File: src/rtl/count_core.sv
// Loadable up/down modulo counter with a valid/ready command port and a small result FIFO.
// Optional build macro COUNT_SAT_EN: saturate at 0 / MAX_COUNT instead of wrapping.
module count_core #(
  parameter int WIDTH     = 4,
  parameter int MAX_COUNT = 11,
  parameter int RES_DEPTH = 4
) (
  input  logic             clock,
  input  logic             reset,
  input  logic             cmd_valid,
  output logic             cmd_ready,
  input  logic [1:0]       cmd_op,
  input  logic [WIDTH-1:0] cmd_data,
  input  logic             clr_err,
  output logic             res_valid,
  input  logic             res_ready,
  output logic [WIDTH-1:0] res_data,
  output logic             res_wrap,
  output logic [WIDTH-1:0] count,
  output logic             err,
  output logic             state_dbg
);

  localparam int AW = $clog2(RES_DEPTH);
  localparam logic [WIDTH-1:0] MAX_V = WIDTH'(MAX_COUNT);
  localparam logic [AW:0] DEPTH_V = (AW+1)'(RES_DEPTH);

  typedef enum logic {ST_RUN = 1'b0, ST_ERR = 1'b1} state_t;

  state_t           state_q, state_d;
  logic [WIDTH-1:0] count_q, count_d;
  logic [WIDTH-1:0] nxt_count;
  logic             nxt_wrap, load_bad;
  logic [WIDTH:0]   mem [RES_DEPTH];
  logic [AW-1:0]    wr_ptr, rd_ptr;
  logic [AW:0]      occ;
  logic             empty, full, push, pop, accept;

  // Handshakes: a beat transfers on the rising edge where valid && ready are both high;
  // the sender holds valid and payload until then, and ready may depend combinationally on
  // the other port (cmd_ready uses res_ready so a full FIFO can still take a command on a pop).
  assign empty     = (occ == '0);
  assign full      = (occ == DEPTH_V);
  assign pop       = !empty && res_ready;
  assign cmd_ready = (state_q == ST_RUN) && (!full || pop);
  assign accept    = cmd_valid && cmd_ready;

  always_comb begin
    nxt_count = count_q;
    nxt_wrap  = 1'b0;
    load_bad  = 1'b0;
    case (cmd_op)
      2'b01: begin
        if (count_q == MAX_V) begin
`ifdef COUNT_SAT_EN
          nxt_count = MAX_V;
`else
          nxt_count = '0;
`endif
          nxt_wrap = 1'b1;
        end else begin
          nxt_count = count_q + 1'b1;
        end
      end
      2'b10: begin
        if (count_q == '0) begin
`ifdef COUNT_SAT_EN
          nxt_count = '0;
`else
          nxt_count = MAX_V;
`endif
          nxt_wrap = 1'b1;
        end else begin
          nxt_count = count_q - 1'b1;
        end
      end
      2'b11: begin
        if (cmd_data > MAX_V) load_bad = 1'b1;
        else                  nxt_count = cmd_data;
      end
      default: ;
    endcase
  end

  always_comb begin
    state_d = state_q;
    count_d = count_q;
    push    = 1'b0;
    case (state_q)
      ST_RUN: begin
        if (accept) begin
          if (load_bad) begin
            state_d = ST_ERR;
          end else begin
            count_d = nxt_count;
            push    = 1'b1;
          end
        end
      end
      ST_ERR: begin
        if (clr_err) state_d = ST_RUN;
      end
      default: state_d = ST_RUN;
    endcase
  end

  always_ff @(posedge clock) begin
    if (reset) begin
      state_q <= ST_RUN;
      count_q <= '0;
      wr_ptr  <= '0;
      rd_ptr  <= '0;
      occ     <= '0;
    end else begin
      state_q <= state_d;
      count_q <= count_d;
      if (push) wr_ptr <= wr_ptr + 1'b1;
      if (pop)  rd_ptr <= rd_ptr + 1'b1;
      case ({push, pop})
        2'b10:   occ <= occ + 1'b1;
        2'b01:   occ <= occ - 1'b1;
        default: occ <= occ;
      endcase
    end
  end

  // Storage needs no reset: outputs are forced to zero while the FIFO is empty.
  always_ff @(posedge clock) begin
    if (!reset && push) mem[wr_ptr] <= {nxt_wrap, nxt_count};
  end

  assign res_valid = !empty;
  assign res_data  = empty ? '0 : mem[rd_ptr][WIDTH-1:0];
  assign res_wrap  = empty ? 1'b0 : mem[rd_ptr][WIDTH];
  assign count     = count_q;
  assign err       = (state_q == ST_ERR);
  assign state_dbg = (state_q == ST_ERR);

endmodule

File: config.mk
export PLATFORM = sky130hd
export DESIGN_NAME = count_core
export DESIGN_NICKNAME = d
export VERILOG_FILES = /design/src/rtl/count_core.sv
export SDC_FILE = /design/constraint.sdc
export NUM_CORES = 1
export LEC_CHECK = 0
export CAP_MARGIN = 20
export CORE_MARGIN = 5
export CORE_UTILIZATION = 50
export CTS_BUF_LIST = sky130_fd_sc_hd__clkbuf_4 sky130_fd_sc_hd__clkbuf_8
export DETAILED_ROUTE_END_ITERATION = 6
export GPL_TIMING_DRIVEN = 0
export PLACE_DENSITY = 0.83
export SYNTH_ARGS = -nofsm -noshare
export SYNTH_HDL_FRONTEND = slang
export SYNTH_SLANG_ARGS = --single-unit
export TNS_END_PERCENT = 5
File: constraint.sdc
create_clock -name clock -period 3 [get_ports clock]
set_input_delay 0.45 -clock clock [delete_from_list [all_inputs] [get_ports clock]]
set_output_delay 0.45 -clock clock [all_outputs]
set_load 0.02 [all_outputs]
; ---- Word level (Yosys, flattened, before mapping)
; Memory sizes are Yosys's and may differ from the RTL's. A register that Yosys moved wholly into a read port is not among the register bits.
; Index checks and enable logic that the tools add are counted.
[classes]
n_addsub = 6
magnitude_cmp = 1
eq_ne = 7
muxes = 23
n_bitwise = 2
reduce_logical = 12
[ops]
columns = cell, n
row1 = 4-bit two-way mux, 4
row2 = 1-bit two-way mux, 13
row3 = 4-bit one-hot mux with 3 select lines, 1
row4 = 2-bit equality test (second input constant), 3
row5 = 3-bit one-hot mux with 2 select lines, 1
row6 = 2-bit by 1-bit adder with 2-bit output (second input constant), 2
row7 = 4-bit by 1-bit adder with 4-bit output (second input constant), 1
row8 = 2-bit by 1-bit equality test with 1-bit output (second input constant), 2
row9 = 4-bit equality test (second input constant), 1
row10 = 4-bit greater-than comparator (second input constant), 1
row11 = 1-bit logical AND, 4
row12 = 4-bit logical NOT, 1
row13 = 2-bit two-way mux, 2
row14 = 1-bit one-hot mux with 2 select lines, 2
row15 = 4-bit by 1-bit subtractor with 4-bit output (second input constant), 1
row16 = 3-bit by 1-bit adder with 3-bit output (second input constant), 1
row17 = 3-bit equality test (second input constant), 1
row18 = 1-bit logical NOT, 3
row19 = 3-bit logical NOT, 1
row20 = 3-bit AND reduction, 1
row21 = 3-bit by 1-bit subtractor with 3-bit output (second input constant), 1
row22 = 1-bit NOT, 2
row23 = 2-bit nonzero test, 1
row24 = 1-bit logical OR, 1
[word_totals]
reg_bits = 12
ramBits = 20
input_bits = 11
word_cells = 57
memories = 1
[mem_list]
columns = name, depth, width, read_ports, rd_ports_with_merged_regs, wr, line_no
row1 = mem, 4, 5, 1, 1, 1, 34  ; logic [WIDTH:0] mem [RES_DEPTH];

; ---- Depth between registers and ports, before layout
; Gate-level depths: netlist of the first run.
[depth]
ltp_word = 11
mapped_depth = 10
depth_no_buf = 10

; ---- Worst setup path after synthesis of the first run
; OpenSTA, ideal clock, no wires.
[synth_timing]
path_type = input to register
startpoint = input cmd_op[0]
endpoint = register occ[2]
arrival_time_ns = 2.264
path_slack_ns = 0.665
stages = 10
path_buffers = 0
cell_sequence = ha_1 and3_4 nor4b_4 inv_1 ha_1 inv_1 fa_1 xor2_1 or3_1 a21oi_1
[synth_via]
elab_chain_cells = 7
[synth_rtl]
columns = element, line_no
row1 = from (decl), 12  ; input logic [1:0] cmd_op,
row2 = 2-bit equality test *, 52  ; case (cmd_op)
row3 = 1-bit two-way mux *, 52
row4 = 1-bit two-way mux *, 92  ; if (load_bad) begin
row5 = 1-bit two-way mux *, 91  ; if (accept) begin
row6 = 1-bit two-way mux *, 89  ; case (state_q)
row7 = 2-bit by 1-bit equality test with 1-bit output or 2-bit equality test (tied branches), 119  ; case ({push, pop})
row8 = 3-bit one-hot mux with 2 select lines or 2-bit nonzero test (tied branches), n/a
row9 = to (signal assigned), 120  ; 2'b10: occ <= occ + 1'b1;
row10 = to (signal assigned), 121  ; 2'b01: occ <= occ - 1'b1;
row11 = to (decl), 36  ; logic [AW:0] occ;
; Mark *: on every way between the ends. The rest lies on a longest branch, timed or not.
; A chain may end at the register's enable or synchronous reset.

; ---- Final worst setup path of the first run
; Same ends and word-level chain as after synthesis.

==> summary.md, run 1 <==
| Metric | Value |
|---|---|
| Grt total ovfl | `0` |
| Seq/Total Area, Yosys | `approximately half` |
| Final setup viols | `0` |
| Seq cells post-synth | `34` |
| Period utilization | `93.8%` |
| WS Path Type | `primary input to flip-flop` |
| Worst R2R End | `occ[2]$_SDFFE_PP0P_` |
| Stages on the worst setup path | `11` |
| Final Hold Fails | `0` |
| Clk_lat worst skew | `0.29 ns` |
| Crit path max-delay cell type | `clkdlybuf4s50_1` |
| Worst reg2reg setup slack | `between 0.5 and 0.6 ns` |
| Layout cells sized above 1 | `between 15 and 20%` |
| Minimum clock period | `2.81 ns` |
| Number of iterations in the first detailed-routing pass | `4` |
| Clock Path Buffers | `2` |
| Vias in the first global route | `1330` |
| Vias | `1276` |
| Pwr/cell area | `698 nW/um^2` |
| RSZ-0062 raised after global routing | `no` |
| DRT iter0 DRCs | `48` |
| WP data required | `3.21 ns` |
| Area Growth Syn to Fin | `21.9%` |
| Drt via density | `5.45` |
| Syn Nets | `roughly 180` |
| Reg2Reg Depth | `9` |
| Worst r2r src | `occ[0]$_SDFFE_PP0P_` |
| Leak pwr | `0.814 nW` |
| WP buf/inv | `3` |
| Initial antenna violation count | `0` |
| Final #Nets | `around 210` |
| Worst stage delay on the critical path | `between 0.4 and 0.5 ns` |
| Max Fanout on Critical Path | `5` |
| Top_reg_cell synth | `edfxtp_1` |
| Post-Layout Cell Count | `234` |
| Slew of the pin with the lowest slew margin | `0.521 ns` |
| CP endpoint | `occ[2]$_SDFFE_PP0P_` |
| Die Ht | `70.3 microns` |
| Final WL | `3490 microns` |
| CP arrival | `3.02 ns` |
| Placed Instances | `223` |
| PnR Total Power | `1.55 mW` |
| Number of synthesized flops with an enable pin | `20` |
| Ys Warns | `0` |
| Top cell type's share of synthesized area | `between 30 and 40%` |
| Crit-path leading delay family | `simple AND/OR/NAND/NOR gates` |
| CTS tree | `built` |
| DIE AREA | `4950 sq um` |
| DR WL/cell | `14.9 microns` |
| Max Cap Viol | `0` |
| CP Launch Type | `primary input` |
| H-tree depth | `2` |
| Sink Count | `34` |
| Slew Limit Fails | `0` |
| Ant diodes | `0` |
| Worst Clk Skew | `0.00750 ns` |
| Cell Area, Synth | `1820 sq um` |
| Final core occ | `around three fifths` |
| GRT Resource Usage Total | `around 15%` |
| Clock Tree Root | `clkbuf_8` |
| Clock buffer count from CTS | `5` |
| Status | `finished, final reports clean` |
| Crit path cell chain | `clkdlybuf4s50_1 -> ha_1 -> and3_4 -> nor4b_4 -> inv_1 -> ha_1 -> inv_1 -> fa_1 -> xor2_1 -> or3_1 -> a21oi_1` |
| Crit. End Element | `flip-flop` |
| Synth top area cells | `edfxtp_1 33%, dfxtp_1 15%, ha_1 7.6%, mux4_2 6.2%, and2_1 3.4%` |
| Rows | `22` |
| DP HPWL | `between 2000 and 3000 microns` |
| CTS clk-pin slew, worst paths | `~0.07 ns` |
| Fmax | `356 MHz` |
| Std-Cell Core Area | `3610 sq um` |
| Count of different cell masters after synthesis | `45` |
| Cells after Synth | `between 150 and 200` |
| Ports | `24` |
| Largest net degree at the start of global routing | `12` |
| Synth area leader | `edfxtp_1` |
| Gpl congestion | `0.884` |
| Remaining DRCs | `0` |
| Starting Density | `between 50% and 60%` |
| CP startpoint | `cmd_op[0]` |
| Slew HR | `between 60% and 70%` |
| Number of I/O port buffers | `23` |
| Die width | `approximately 70 microns` |
| Post-cts sizing count | `0` |
| HP Class | `flip-flop to flip-flop` |
| Worst vdd ir | `about 330 uV` |
| Synth async-reset ratio | `0%` |
| Post-route ant nets | `0` |
| Final hold slack | `roughly 0.55 ns` |
| Mean Syn Cell Area | `12.0 sq um` |
| First-pass GRT wire length | `5920 microns` |
==> state kept, by name, summed over array words and instances (netlist names), named ones only <==
name	flops
rd_ptr	2
count	4
wr_ptr	2
mem	20
err	1
occ	3
==> report_power, final <==
| part | leakage, nW | total [mW] | internal (mW) | switching (mW) |
|---|---|---|---|---|
| Sequential | 0.299 | 0.610 | 0.558 | 0.0522 |
| Clock | 0.0416 | 0.318 | 0.158 | 0.159 |
| Combinational | 0.474 | 0.621 | 0.309 | 0.312 |
| Total | 0.814 | 1.55 | 1.03 | 0.523 |
==> worst reg2reg max path: stages (launching register included) <==
cell and delay [ns]:
dfxtp_1 0.36, nor4b_4 0.42, nor4b_4 0.11, inv_1 0.12
ha_1 0.21, inv_1 0.07, fa_1 0.38, xor2_1 0.16
or3_1 0.33, a21oi_1 0.18
==> synthesized netlist by cell type (all sizes together) (2+ instances only) <==
cell    number
a221oi       6
nor4b        2
and2        11
o21ai        5
xnor2        2
or3          2
nor3b        2
inv         14
and3         2
nand3        3
o22ai        2
xor2         3
o221ai       2
dfxtp       14
ha          11
edfxtp      20
buf          4
mux4         5
nor2b        2
o21ba        2
nand2        4
a21oi        6
nor2        12
==> stage by stage <==
step	TNS (ns)	instance area, sq um	setup WS (ns)
CTS	0	2200	0.124
global placement	0	2110	0.0454
floorplan	0	1820	0.665
detailed placement	-0.153	2110	-0.120
global route	0	2220	0.0702
finish	0	2220	0.187
==> layer usage <==
metal / global-route usage, % / share of wire [%]
met2: 27.2 / 53
met1: 16.0 / 39
met3: 4.17 / 4.6
met5: 0 / 0
met4: 8.51 / 3.5
==> worst min path at each step <==
| stage | startpoint | to | slack, ns | cells past startpoint |
|---|---|---|---|---|
| floorplan | occ[2]$_SDFFE_PP0P_ | occ[2]$_SDFFE_PP0P_ | 0.47 | 2 |
| global placement | occ[2]$_SDFFE_PP0P_ | occ[2]$_SDFFE_PP0P_ | 0.48 | 2 |
| detailed placement | occ[2]$_SDFFE_PP0P_ | occ[2]$_SDFFE_PP0P_ | 0.54 | 2 |
| CTS | occ[2]$_SDFFE_PP0P_ | occ[2]$_SDFFE_PP0P_ | 0.55 | 2 |
| global route | occ[2]$_SDFFE_PP0P_ | occ[2]$_SDFFE_PP0P_ | 0.59 | 2 |
| finish | rd_ptr[0]$_SDFFE_PP0P_ | rd_ptr[0]$_SDFFE_PP0P_ | 0.55 | 2 |
==> cell families (layout without fill, tap and decap cells) <==
group	count (synthesis)	count (layout)	share of synthesized area [%]
flops	34	34	48.4
mux	6	6	6.74
compound gates	32	32	13.3
simple gates	44	44	15.8
buf+inv	19	53	4.67
fa+ha+maj	12	12	8.66
xor+xnor	5	5	2.41
==> cell type report <==
type	count	area, sq um
plain buffers	5	32.5
clock buffers	5	68.8
clock inverters	3	16.3
fillers	291	1390
inverters	14	52.6
multi-input cells	99	855
flip-flops and latches	34	881
well taps	48	60.1
repair buffers	26	253
==> timing repair <==
item | in CTS | in global routing
hold buffers | 0 | 0
setup buffers | 0 | 3
setup endpoints to repair | 0 | 1
==> cells in the final DEF, fill, tap and decap left out, drive strengths merged, types with 6 or more instances in the layout <==
cell type and instances:
clkdlybuf4s50 23, edfxtp 20, inv 14, dfxtp 14, nor2 12, ha 11
and2 11, buf 7, a21oi 6, clkbuf 6, a221oi 6
Power figures use the tool's default switching activity.
==> run 2: changes to the inputs <==
--- a/config.mk
+++ b/config.mk
@@ -7,11 +7,11 @@
 export LEC_CHECK = 0
 export CAP_MARGIN = 20
 export CORE_MARGIN = 5
-export CORE_UTILIZATION = 50
+export CORE_UTILIZATION = 40
 export CTS_BUF_LIST = sky130_fd_sc_hd__clkbuf_4 sky130_fd_sc_hd__clkbuf_8
 export DETAILED_ROUTE_END_ITERATION = 6
 export GPL_TIMING_DRIVEN = 0
-export PLACE_DENSITY = 0.83
+export PLACE_DENSITY = 0.71
 export SYNTH_ARGS = -nofsm -noshare
 export SYNTH_HDL_FRONTEND = slang
 export SYNTH_SLANG_ARGS = --single-unit
==> summary.md, run 2 (synthesized netlist as in run 1, its figures left out) <==
| Metric | Value |
|---|---|
| Final WS setup | `0.212 ns (+0.0245 ns)` |
| Sink Count | `34 (unchanged)` |
| Vias | `1234 (-3.3%)` |
| Ports | `24 (unchanged)` |
| RSZ-0062 raised after global routing | `no` |
| Drt via density | `5.25 (-3.7%)` |
| CP arrival | `2.99 ns (-0.03 ns)` |
| Post-route ant nets | `0 (unchanged)` |
| Grt total ovfl | `0 (unchanged)` |
| Status | `finished, final reports clean` |
| Die Ht | `77.5 microns (+10%)` |
| HP Class | `flip-flop to flip-flop` |
| Max FFs per register | `20 (unchanged)` |
| Max Fanout on Critical Path | `6 (+1)` |
| Initial antenna violation count | `0 (unchanged)` |
| Area Growth Syn to Fin | `21.4%` |
| Met1 usage | `15.1% (-0.84 points)` |
| CTS clk-pin slew, worst paths | `0.06 ns (about the same)` |
| Crit path max-delay cell type | `clkdlybuf4s50_1` |
| Busiest metal layer after global routing | `met2` |
| CP Launch Type | `primary input` |
| Final setup viols | `0 (unchanged)` |
| Postcts setup bufs | `0 (unchanged)` |
| Most frequent cells in the layout | `23 x clkdlybuf4s50_1, 20 x edfxtp_1, 14 x inv_1, 14 x dfxtp_1, 12 x nor2_1` |
| Worst stage delay on the critical path | `0.45 ns (about the same)` |
| Number of iterations in the first detailed-routing pass | `4 (unchanged)` |
| H-tree depth | `2 (unchanged)` |
| DRT iter0 DRCs | `41 (-15%)` |
| Vias in the first global route | `1281 (-3.7%)` |
| DP HPWL | `2690 microns (-1.1%)` |
| CTS Hold Bufs | `0 (unchanged)` |
| Final #Nets | `205 (-1.4%)` |
| Ant diodes | `0 (unchanged)` |
| Dpl ws | `-0.105 ns (+0.0153 ns)` |
| Fmax | `359 MHz (+0.88%)` |
| Clock Path Buffers | `2 (unchanged)` |
| Clock buffer count from CTS | `5 (unchanged)` |
| Minimum clock period | `2.79 ns (-0.0245 ns)` |
| Met3 GRT Util | `4.17% (-0.0060 points)` |
| Final WL | `3550 microns (+1.9%)` |
| Crit path cell chain | `clkdlybuf4s50_1 -> ha_1 -> and3_4 -> nor4b_4 -> inv_1 -> ha_1 -> inv_1 -> fa_1 -> xor2_1 -> or3_1 -> a21oi_1` |
| Pwr/cell area | `712 nW/um^2 (+2.0%)` |
| Slew HR | `65.1% (-0.20 points)` |
| Layout cells sized above 1 | `14.8% (-0.84 points)` |
| Post-cts sizing count | `0 (unchanged)` |
| Slew of the pin with the lowest slew margin | `0.524 ns (+0.00306 ns)` |
| Die width | `77.5 microns (+10%)` |
| Remaining DRCs | `0 (unchanged)` |
| Rows | `24 (+9.1%)` |
| Clock Tree Root | `clkbuf_8` |
| WS Path Type | `primary input to flip-flop` |
| Std-Cell Core Area | `4380 sq um (+22%)` |
| Largest net degree at the start of global routing | `11 (-1)` |
| Leak pwr | `0.810 nW (-0.56%)` |
| Crit. End Element | `flip-flop` |
| Gpl congestion | `0.796 (-9.9%)` |
| Worst Clk Skew | `0.00395 ns (-0.00355 ns)` |
| Met2 Usage GRT | `20.0% (-7.2 points)` |
| Number of I/O port buffers | `23 (unchanged)` |
| CTS tree | `built` |
| WP data required | `3.21 ns (about the same)` |
| Final hold slack | `0.541 ns (-0.0142 ns)` |
| DR WL/cell | `15.1 microns (+1.5%)` |
| Cell area after layout | `2210 sq um (-0.34%)` |
| DIE AREA | `6000 sq um (+21%)` |
| Area post-placement | `2120 sq um (+0.24%)` |
| Starting Density | `41.5% (-9.0 points)` |
| Slew Limit Fails | `0 (unchanged)` |
| First-pass GRT wire length | `5920 microns (unchanged)` |
| Most common cell after layout, fill and taps aside | `clkdlybuf4s50_1` |
| Clk_lat worst skew | `0.28 ns (about the same)` |
| GRT Resource Usage Total | `12.3% (-3.0 points)` |
| Worst vdd ir | `212 uV (-35%)` |
| Final core occ | `50.4% (-11 points)` |
| Post-route setup TNS | `0 ns (unchanged)` |
| Biggest register | `mem` |
| Period utilization | `92.9% (-0.82 points)` |
| Final Hold Fails | `0 (unchanged)` |
| Max Cap Viol | `0 (unchanged)` |
-- run 2: cell types whose count changed in the layout (fill, tap and decap cells not counted) --
cell / delta
clkinv_1: -1
buf_4: -3
clkbuf_8: +1
clkinvlp_4: -1
clkbuf_4: +1
-- run 2: metrics by stage --
| stage | power (mW) | cells |
|---|---|---|
| 6_report | 1.57 | 235 |
| 5_1_grt | 1.67 | 235 |
| 4_1_cts | 1.59 | 235 |
| 3_5_place_dp | 1.24 | 227 |
| 3_3_place_gp | 1.20 | 227 |
| 2_1_floorplan | 1.02 | 152 |
-- run 2: metal layers --
metal	share of wire [%]	vias to the layer above
li1	-	616
met1	44	571
met2	48	41
met3	6.2	6
met4	1.7	0
met5	0	-
-- run 2: final timing paths --
path / from / end / slack, ns / cells past startpoint
max reg2reg: occ[0]$_SDFFE_PP0P_ / occ[2]$_SDFFE_PP0P_ / 0.66 / 9
max: cmd_op[0] / occ[2]$_SDFFE_PP0P_ / 0.21 / 11
min reg2reg: occ[2]$_SDFFE_PP0P_ / occ[2]$_SDFFE_PP0P_ / 0.54 / 2
min: occ[2]$_SDFFE_PP0P_ / occ[2]$_SDFFE_PP0P_ / 0.54 / 2
-- run 2: area by class of cell --
class	instances	area (sq um)
inverters	14	52.6
flip-flops and latches	34	881
clock inverters	1	5.00
multi-input cells	99	855
repair buffers	23	230
fillers	388	2170
plain buffers	5	32.5
well taps	52	65.1
clock buffers	7	90.1
-- run 2: power breakdown --
part / internal (mW) / switching (mW) / total [mW] / leakage (nW)
sequential: 0.558 / 0.0521 / 0.610 / 0.299
clock: 0.194 / 0.163 / 0.357 / 0.0517
combinational: 0.302 / 0.306 / 0.608 / 0.459
total: 1.05 / 0.521 / 1.57 / 0.810
-- run 2: worst max-delay path, delay by kind of cell --
kind,cells,cell delay [ns]
AOI/OAI and AO/OA,1,0.16
buffers and inverters,3,0.65
adders and majority gates,3,0.69
xor gates and xnor gates,1,0.08
and+or+nand+nor,3,0.97
